===== src/rtl/dq_pkg.sv =====
// ---------------------------------------------------------------------------
// dq_pkg
// Shared definitions for the DQ4 serial link: FSM state encoding, serial line
// levels, default parameters, and a helper that sizes counters.
// No ports (package).
// ---------------------------------------------------------------------------
package dq_pkg;

  // Frame FSM states; the encoding is fixed so the far-end receiver and any
  // debug tooling can decode a captured state value directly.
  typedef enum logic [1:0] {
    IDLE  = 2'd0,
    START = 2'd1,
    DATA  = 2'd2,
    STOP  = 2'd3
  } state_t;

  // Serial line levels
  localparam logic LINE_IDLE = 1'b1;
  localparam logic START_LVL = 1'b0;
  localparam logic STOP_LVL  = 1'b1;

  // Default frame geometry
  localparam int DEFAULT_WIDTH      = 4;
  localparam int DEFAULT_BIT_CYCLES = 1;

  // Width of a counter that must be able to hold max_count.
  // Never returns less than 1 so a degenerate parameter still yields a legal vector.
  function automatic int cnt_width(input int max_count);
    int w;
    if (max_count < 1) begin
      w = 1;
    end else begin
      w = $clog2(max_count + 1);
    end
    return w;
  endfunction

endpackage


===== src/rtl/bit_timer.sv =====
// ---------------------------------------------------------------------------
// bit_timer
// Cycle counter that measures how long each serial bit is held on the line.
// It counts 0..BIT_CYCLES-1 while the frame is running and clears itself at
// every bit boundary, so it never runs past its limit.
// Ports:
//   clk        in   clock, all updates on posedge
//   rst        in   synchronous active-high reset
//   run        in   a frame is in progress (count while high, hold 0 while low)
//   restart    in   a new word is being accepted; realign to a bit boundary
//   bit_tick   out  current cycle is the last cycle of the current bit
//   tick_next  out  the cycle after this edge will be the last cycle of a bit
// ---------------------------------------------------------------------------
module bit_timer
  import dq_pkg::*;
#(
  parameter int BIT_CYCLES = DEFAULT_BIT_CYCLES
) (
  input  logic clk,
  input  logic rst,
  input  logic run,
  input  logic restart,
  output logic bit_tick,
  output logic tick_next
);

  localparam int              CW   = cnt_width(BIT_CYCLES);
  localparam logic [CW-1:0]   LAST = CW'(BIT_CYCLES - 1);

  logic [CW-1:0] cnt_r;
  logic [CW-1:0] cnt_s;

  // Next count: clear on restart, at the bit boundary, or while idle
  always_comb begin
    cnt_s = cnt_r;
    if (restart) begin
      cnt_s = '0;
    end else if (run) begin
      if (cnt_r == LAST) begin
        cnt_s = '0;
      end else begin
        cnt_s = cnt_r + CW'(1);
      end
    end else begin
      cnt_s = '0;
    end
  end

  // Cycle counter register
  always_ff @(posedge clk) begin
    if (rst) begin
      cnt_r <= '0;
    end else begin
      cnt_r <= cnt_s;
    end
  end

  assign bit_tick  = run & (cnt_r == LAST);
  // Look-ahead lets the top register outputs (e.g. done) that must line up
  // with the last cycle of a bit rather than trail it by one cycle.
  assign tick_next = (cnt_s == LAST);

endmodule


===== src/rtl/nibble_serial_tx.sv =====
// ---------------------------------------------------------------------------
// nibble_serial_tx
// Accepts a WIDTH-bit word read from the DQ4 latch-array bus over a
// valid/ready handshake and sends it on a single line as a framed stream:
// start bit (0), WIDTH data bits (index 0 first), stop bit (1). Each bit is
// held BIT_CYCLES clock cycles. All outputs are registered.
// Ports:
//   clk       in   clock, all updates on posedge
//   rst       in   synchronous active-high reset (aborts any frame)
//   d         in   [0:WIDTH-1] word to send, captured at the accepting edge
//   in_valid  in   d is valid this cycle
//   in_ready  out  block can accept a word this cycle
//   tx        out  serial line, idles high
//   busy      out  frame in progress (START..STOP)
//   done      out  one-cycle pulse in the last cycle of the stop bit
// ---------------------------------------------------------------------------
module nibble_serial_tx
  import dq_pkg::*;
#(
  parameter int WIDTH      = DEFAULT_WIDTH,
  parameter int BIT_CYCLES = DEFAULT_BIT_CYCLES
) (
  input  logic             clk,
  input  logic             rst,
  input  logic [0:WIDTH-1] d,
  input  logic             in_valid,
  output logic             in_ready,
  output logic             tx,
  output logic             busy,
  output logic             done
);

  localparam int            BW       = cnt_width(WIDTH);
  localparam logic [BW-1:0] LAST_BIT = BW'(WIDTH - 1);

  state_t           state_r;
  state_t           state_s;
  logic [0:WIDTH-1] shift_r;
  logic [0:WIDTH-1] shift_s;
  logic [BW-1:0]    bit_cnt_r;
  logic [BW-1:0]    bit_cnt_s;

  logic             tx_r;
  logic             busy_r;
  logic             done_r;
  logic             ready_r;
  logic             tx_s;
  logic             busy_s;
  logic             done_s;
  logic             ready_s;

  logic             accept_s;
  logic             run_s;
  logic             bit_tick_s;
  logic             tick_next_s;

  // ready_r is only high in IDLE outside reset, so this is exactly the handshake
  assign accept_s = in_valid & ready_r;
  assign run_s    = (state_r != IDLE);

  bit_timer #(
    .BIT_CYCLES (BIT_CYCLES)
  ) u_bit_timer (
    .clk       (clk),
    .rst       (rst),
    .run       (run_s),
    .restart   (accept_s),
    .bit_tick  (bit_tick_s),
    .tick_next (tick_next_s)
  );

  // Next-state logic for the frame FSM, shift register and bit counter
  always_comb begin
    state_s   = state_r;
    shift_s   = shift_r;
    bit_cnt_s = bit_cnt_r;
    case (state_r)
      IDLE: begin
        if (accept_s) begin
          state_s   = START;
          shift_s   = d;
          bit_cnt_s = '0;
        end else begin
          state_s   = IDLE;
        end
      end
      START: begin
        if (bit_tick_s) begin
          state_s = DATA;
        end else begin
          state_s = START;
        end
      end
      DATA: begin
        if (bit_tick_s) begin
          // Index 0 is the ascending-range MSB, so a left shift brings
          // the next bit to send into shift[0].
          shift_s = shift_r << 1;
          if (bit_cnt_r == LAST_BIT) begin
            state_s   = STOP;
            bit_cnt_s = '0;
          end else begin
            state_s   = DATA;
            bit_cnt_s = bit_cnt_r + BW'(1);
          end
        end else begin
          state_s = DATA;
        end
      end
      STOP: begin
        if (bit_tick_s) begin
          state_s = IDLE;
        end else begin
          state_s = STOP;
        end
      end
      default: begin
        state_s   = IDLE;
        shift_s   = '0;
        bit_cnt_s = '0;
      end
    endcase
  end

  // Output values for the cycle after this edge, derived from the next state
  // so the registered outputs line up with the state they describe.
  always_comb begin
    tx_s    = LINE_IDLE;
    busy_s  = 1'b0;
    done_s  = 1'b0;
    ready_s = 1'b0;
    case (state_s)
      IDLE: begin
        tx_s    = LINE_IDLE;
        ready_s = 1'b1;
      end
      START: begin
        tx_s   = START_LVL;
        busy_s = 1'b1;
      end
      DATA: begin
        tx_s   = shift_s[0];
        busy_s = 1'b1;
      end
      STOP: begin
        tx_s   = STOP_LVL;
        busy_s = 1'b1;
        done_s = tick_next_s;
      end
      default: begin
        tx_s    = LINE_IDLE;
        busy_s  = 1'b0;
        done_s  = 1'b0;
        ready_s = 1'b0;
      end
    endcase
  end

  // State, datapath and output registers; reset aborts any frame in flight
  always_ff @(posedge clk) begin
    if (rst) begin
      state_r   <= IDLE;
      shift_r   <= '0;
      bit_cnt_r <= '0;
      tx_r      <= LINE_IDLE;
      busy_r    <= 1'b0;
      done_r    <= 1'b0;
      ready_r   <= 1'b0;
    end else begin
      state_r   <= state_s;
      shift_r   <= shift_s;
      bit_cnt_r <= bit_cnt_s;
      tx_r      <= tx_s;
      busy_r    <= busy_s;
      done_r    <= done_s;
      ready_r   <= ready_s;
    end
  end

  assign tx       = tx_r;
  assign busy     = busy_r;
  assign done     = done_r;
  assign in_ready = ready_r;

endmodule

===== config.mk =====
export PLATFORM = sky130hd
export DESIGN_NAME = nibble_serial_tx
export DESIGN_NICKNAME = d
export VERILOG_FILES = /design/src/rtl/dq_pkg.sv /design/src/rtl/bit_timer.sv /design/src/rtl/nibble_serial_tx.sv
export SDC_FILE = /design/constraint.sdc
export NUM_CORES = 1
export LEC_CHECK = 0
export CAP_MARGIN = 20
export CORE_ASPECT_RATIO = 1.4
export CORE_MARGIN = 3
export CORE_UTILIZATION = 25
export CTS_CLUSTER_DIAMETER = 30
export CTS_CLUSTER_SIZE = 12
export DETAILED_ROUTE_END_ITERATION = 6
export PLACE_DENSITY = 0.55
export REMOVE_ABC_BUFFERS = 1
export SLEW_MARGIN = 40
export SYNTH_ARGS = -nofsm -noshare
export SYNTH_HDL_FRONTEND = slang
export SYNTH_SLANG_ARGS = --single-unit
export TNS_END_PERCENT = 10

===== constraint.sdc =====
create_clock -name clk -period 2.1 [get_ports clk]
set_clock_uncertainty 0.05 [all_clocks]
set_input_delay 0.63 -clock clk [delete_from_list [all_inputs] [get_ports clk]]
set_output_delay 0.63 -clock clk [all_outputs]
set_load 0.05 [all_outputs]

-- After elaboration in Yosys (flattened, before gate mapping)
Index checks and enable logic that the tools add are counted.
- add/subtract/negate cells: 2
- multipliers: 0
- divide/modulo/power cells: 0
- magnitude comparators: 0
- equality and inequality tests: 9
- shifts and indexed selects: 0
- mux-type cells: 19
- bitwise operators: 5
- reductions and logical operators: 8
- operator list (operator ; number):
    $mux W3 ; 3
    $eq A2 B2 Y1 const B ; 4
    $mux W4 ; 2
    $pmux W2 S4 ; 1
    $pmux W4 S2 ; 1
    $mux W1 ; 7
    $mux W2 ; 3
    $pmux W3 S2 ; 1
    $eq A2 B1 Y1 const B ; 2
    $logic_not A2 Y1 ; 2
    $ne A2 B2 Y1 const B ; 2
    $reduce_bool A2 Y1 ; 2
    $reduce_or A2 Y1 ; 2
    $add A3 B1 Y3 const B ; 1
    $eq A3 B2 Y1 const B ; 1
    $not A1 Y1 ; 3
    $pmux W1 S3 ; 1
    $reduce_and A3 Y1 ; 1
    $reduce_or A3 Y1 ; 1
    $and A1 B1 Y1 ; 2
    $add A1 B1 Y1 const B ; 1
- flip-flop bits (word level): 14
- latch bits: 0
- RAM bits: 0
- memory bits (read-only): 0
- output and inout port bits: 4
- logic and storage cells: 52
- memories: 0

-- Logic depth before layout (Yosys ltp)
- depth in word-level cells: 7
- mapped depth: 9
- gate-level depth less buffers: 9

-- By module
A second synthesis with hierarchy kept.
- cell total of the unflattened synthesis: 74
- area total of the unflattened synthesis: 744.5 um^2
- modules (own cells, without submodules) (module ; times used ; cells an instance ; area each (um^2)):
    nibble_serial_tx ; 1 ; 71 ; 725.7
    bit_timer ; 1 ; 3 ; 18.8

-- Least setup slack after synthesis
No wires, ideal clock.
- path kind: register to register
- start: reg state_r[0]
- end: reg bit_cnt_r[0]
- arrival time: 1.613 ns
- required time: 1.984 ns
- setup slack: 0.371 ns
- cell stages (with the launch flop): 8
- period minus slack after synthesis: 1.729 ns
- path through: dfxtp_1 > inv_1 > ha_1 > inv_1 > ha_1 > a21bo_4 > or3_1 > a21oi_2
- longest elaborated chain between the ends: 4
- ends and longest elaborated chain (element ; line ; source):
    start: declaration ; nibble_serial_tx.sv:36 ; state_t state_r;
    start signal: assignment ; nibble_serial_tx.sv:170 ; state_r <= state_s;
    $reduce_bool A2 Y1 ; nibble_serial_tx.sv:59 ; assign run_s = (state_r != IDLE);
    $and A1 B1 Y1 ; bit_timer.sv:58 ; assign bit_tick = run & (cnt_r == LAST);
    $ne A2 B2 Y1 (no line) ; n/a ;
    $reduce_and A3 Y1 (no line) ; n/a ;
    end signal: assignment ; nibble_serial_tx.sv:172 ; bit_cnt_r <= bit_cnt_s;
    end: declaration ; nibble_serial_tx.sv:40 ; logic [BW-1:0] bit_cnt_r;
Several ways; a longest one is shown, not always the timed one.
A chain may end at the register's enable or synchronous reset.

-- Worst setup path in the final report
Same ends and word-level chain as after synthesis.

==> run summary <==
The flow ran to the end, and the final reports show no timing, DRC or antenna violations. The Yosys step of the flow raised 0 warnings. In this run the static leakage power is 0.3519 nW. In the routed design, unresolved DRC markers number 0.

Excluding fillers, the count of instances in the completed layout stands at 126. Critical path class: flip-flop to flip-flop. The count of inserted antenna diode cells was 0. In this run the critical register-to-register path is launched from state_r[0]$_SDFF_PP0_.

The internal portion of the total power is 409.0 uW. The tools report the minimum hold slack as 411.8 ps. The total of hold buffers inserted after clock tree synthesis is 0, and the area growth from synthesis to layout is 29.56%. Wires add up to 1.334 mm. The tools report the instance area at placement as 818.3 um2. Final critical-path setup slack: 230.6 ps. The share of power burned in registers is 45.5%, and the gate count of the mapped netlist is 73.

The peak fanout along the critical path came out at 5. The run gives 0 as the final count of negative-setup-slack endpoints. The ratio of total power to cell area is 703.5 nW/um2, and the final hold violation count is 0. The clock-pin slew on the worst setup and hold paths was 90 ps.

The path class of the tightest hold or removal check is flip-flop to flip-flop. The die height works out to 66.42 um. For the pin with the worst max-slew slack, the measured transition is 291.6 ps.

Clock tree synthesis inserted a total of 3 buffers. Across all layers, the routed design uses 550 vias. The worst register-to-register path has a depth of 7. The number of buffers between clock root and the deepest sink was 2; the area share of the leading cell type in the synthesized netlist was 39.92%.

Max-cap violations in this run came to 0. The die covers 3265 um2. After legalization and detailed placement, the total HPWL measured 1.076 mm. Once the clock tree was built, the resizer swapped 0 gates to a different size. In this run the tool buffered the top-level ports with 10 buffer cells. The effective utilization at floorplan was 26.68%.

The global-route wire length before repair is 2.173 mm, and the number of top-level pins is 11. Type of element launching the critical path: a flip-flop. The share of the clock period used by the worst path after layout was 89.02%.

The mapped netlist covers 651.9 um2. The maximum resistive drop on vdd came out at 0.3057 mV. The deepest level of the CTS H-tree came out at 1.

The first routing iteration left 10 violations. The logs give 9 for the maximum number of pins on one net before global-route repair and 0 for the post-CTS setup-driven buffer insertion count. At the worst endpoint, the required time is 2270 ps. Once layout is complete, the utilization of the core stands at 34.56%. The clock tree root driver cell was sky130_fd_sc_hd__clkbuf_4. The number of rows in the core area is 21. The clock drives 13 sinks.

For the worst setup path, the data arrival time is 2040 ps. After global routing the overflow that remains totals 0. Based on the critical path, the design can be clocked at up to 534.9 MHz. Global routing consumed, over all layers together, 8.979% of the routing resources. The share of final-layout standard cells stronger than drive strength 1 came out at 18.48%. Total of flip-flops plus latches after synthesis: 13. The startpoint identified for the worst hold timing path is shift_r[2]$_SDFFE_PP0P_.

TritonCTS built the clock tree. A synthesized cell averages 8.930 um2. The average detailed-routed wire length per instance was 10.59 um. The clock reaches the later pin of the worst-skew pair after 280 ps.

The number of pins exceeding their max-slew limit in the final report was 0. After synthesis, the most frequently instantiated cells are 13 x sky130_fd_sc_hd__dfxtp_1, 10 x sky130_fd_sc_hd__inv_1, 9 x sky130_fd_sc_hd__ha_1. Routability-driven placement finished with a final weighted congestion of 0.7101. Sequential elements use 39.92% of the synthesized area. Setup repair after global routing left no endpoint under its margin. The number of antenna-violating nets in the routed design came out at 0. The clock power share was 27.0%. In this run the power spent charging and discharging nets is 185.1 uW. The tools report the number of global-route vias before repair as 553.

The proportion of synthesized flip-flops having asynchronous set or reset works out to 0%. Sorting the synthesized cells by area gives the leading types as sky130_fd_sc_hd__dfxtp_1 40%, sky130_fd_sc_hd__ha_1 17%, sky130_fd_sc_hd__inv_1 5.8%, sky130_fd_sc_hd__a21oi_1 4.6%, sky130_fd_sc_hd__nand2_1 4.6%. The initial antenna violation count came out at 0. The most critical setup path has its startpoint at state_r[0]$_SDFF_PP0_.

The cell count of the worst hold path was 2; the cell count after placement was 122. The run gives 2444 um2 as the total core area. The worst pin sits at a relative slew slack of 80.35%.

The chip width came out at 49.16 um. The setup slack after placement was -37.29 ps. Among all cell types in the netlist, the one instantiated most often is sky130_fd_sc_hd__dfxtp_1.

The logs give 22 for the number of unique standard cell types used by synthesis and 844.6 um2 for the post-layout instance area. The number of synthesized flops with an enable pin came out at 0. The average via count per standard cell is 4.365. Leading register cell type out of synthesis: sky130_fd_sc_hd__dfxtp_1. Per report_power, the combinational group accounts for 27.5% of the total. The count of TritonRoute iterations in the first routing pass came out at 4. For this run, the post-layout net count is 109. STA classifies the critical path endpoint as a flip-flop.

The worst path needs 1869 ps of the cycle, external delays included. Post-synthesis cell type with the largest combined area: sky130_fd_sc_hd__dfxtp_1. The switching share of power works out to 31.15%.
## worst max-delay path, stage by stage (launching register included)
cell and delay, ps:
sky130_fd_sc_hd__dfxtp_1 300, sky130_fd_sc_hd__inv_1 70, sky130_fd_sc_hd__ha_1 260, sky130_fd_sc_hd__inv_1 80, sky130_fd_sc_hd__ha_1 310, sky130_fd_sc_hd__a21bo_4 250, sky130_fd_sc_hd__or3_1 360, sky130_fd_sc_hd__a21oi_2 130
## metrics by stage
stage / TNS (ps) / power [mW]
after global routing: 0 / 0.6306
after floorplan: 0 / 0.3787
after CTS: 0 / 0.6044
after detailed placement: -37.29 / 0.4427
final: 0 / 0.5941
after global placement: 0 / 0.4381
## final cells by class
type                    count  area [um2]
repair buffers             16       135.1
clock buffers               4       26.28
well taps                  34       42.54
multi-input cells          49       342.8
flip-flops and latches     13       260.3
inverters                  10       37.54
fillers                   257        1599
## cells in the final DEF (no fill, tap or decap), drive strengths merged, types with 2 or more instances in the layout
cell and instances:
dfxtp 13, inv 10, buf 10, ha 9, nand2 8, a21oi 7
nor2 6, clkdlybuf4s50 6, clkbuf 4, nand2b 3, a22oi 3, nor2b 2
## per-layer routing
metal / global-route usage [%] / vias to the layer above / routed length (um)
met5: 0 / - / 0
met4: 6.406 / 0 / 31
met3: 1.806 / 4 / 54
met2: 17.45 / 9 / 734
met1: 8.071 / 257 / 513
li1: - / 280 / -
## cell families after synthesis
group,after synthesis,share of synthesized area [%]
simple gates,24,17.47
buf+inv,11,7.486
compound gates,16,17.85
flops,13,39.92
fa+ha+maj,9,17.27
## worst paths after layout
check,endpoint,slack [ps]
max,bit_cnt_r[0]$_SDFFE_PP0P_,230
min,shift_r[2]$_SDFFE_PP0P_,410
max reg2reg,bit_cnt_r[0]$_SDFFE_PP0P_,230
min reg2reg,shift_r[2]$_SDFFE_PP0P_,410
## sequential cells by signal (all words and copies together), names as in the netlist
register / count
shift_r: 4
bit_cnt_r: 3
state_r: 2
busy: 1
done: 1
in_ready: 1
tx: 1
## power by group through the flow
stage / clock [mW] / sequential [mW] / combinational [mW]
after floorplan: 0 / 0.302 / 0.0766
after global placement: 0 / 0.276 / 0.162
after detailed placement: 0 / 0.276 / 0.166
after CTS: 0.167 / 0.271 / 0.167
after global routing: 0.175 / 0.273 / 0.183
final: 0.160 / 0.270 / 0.164
(Power assumes the default switching activity.)
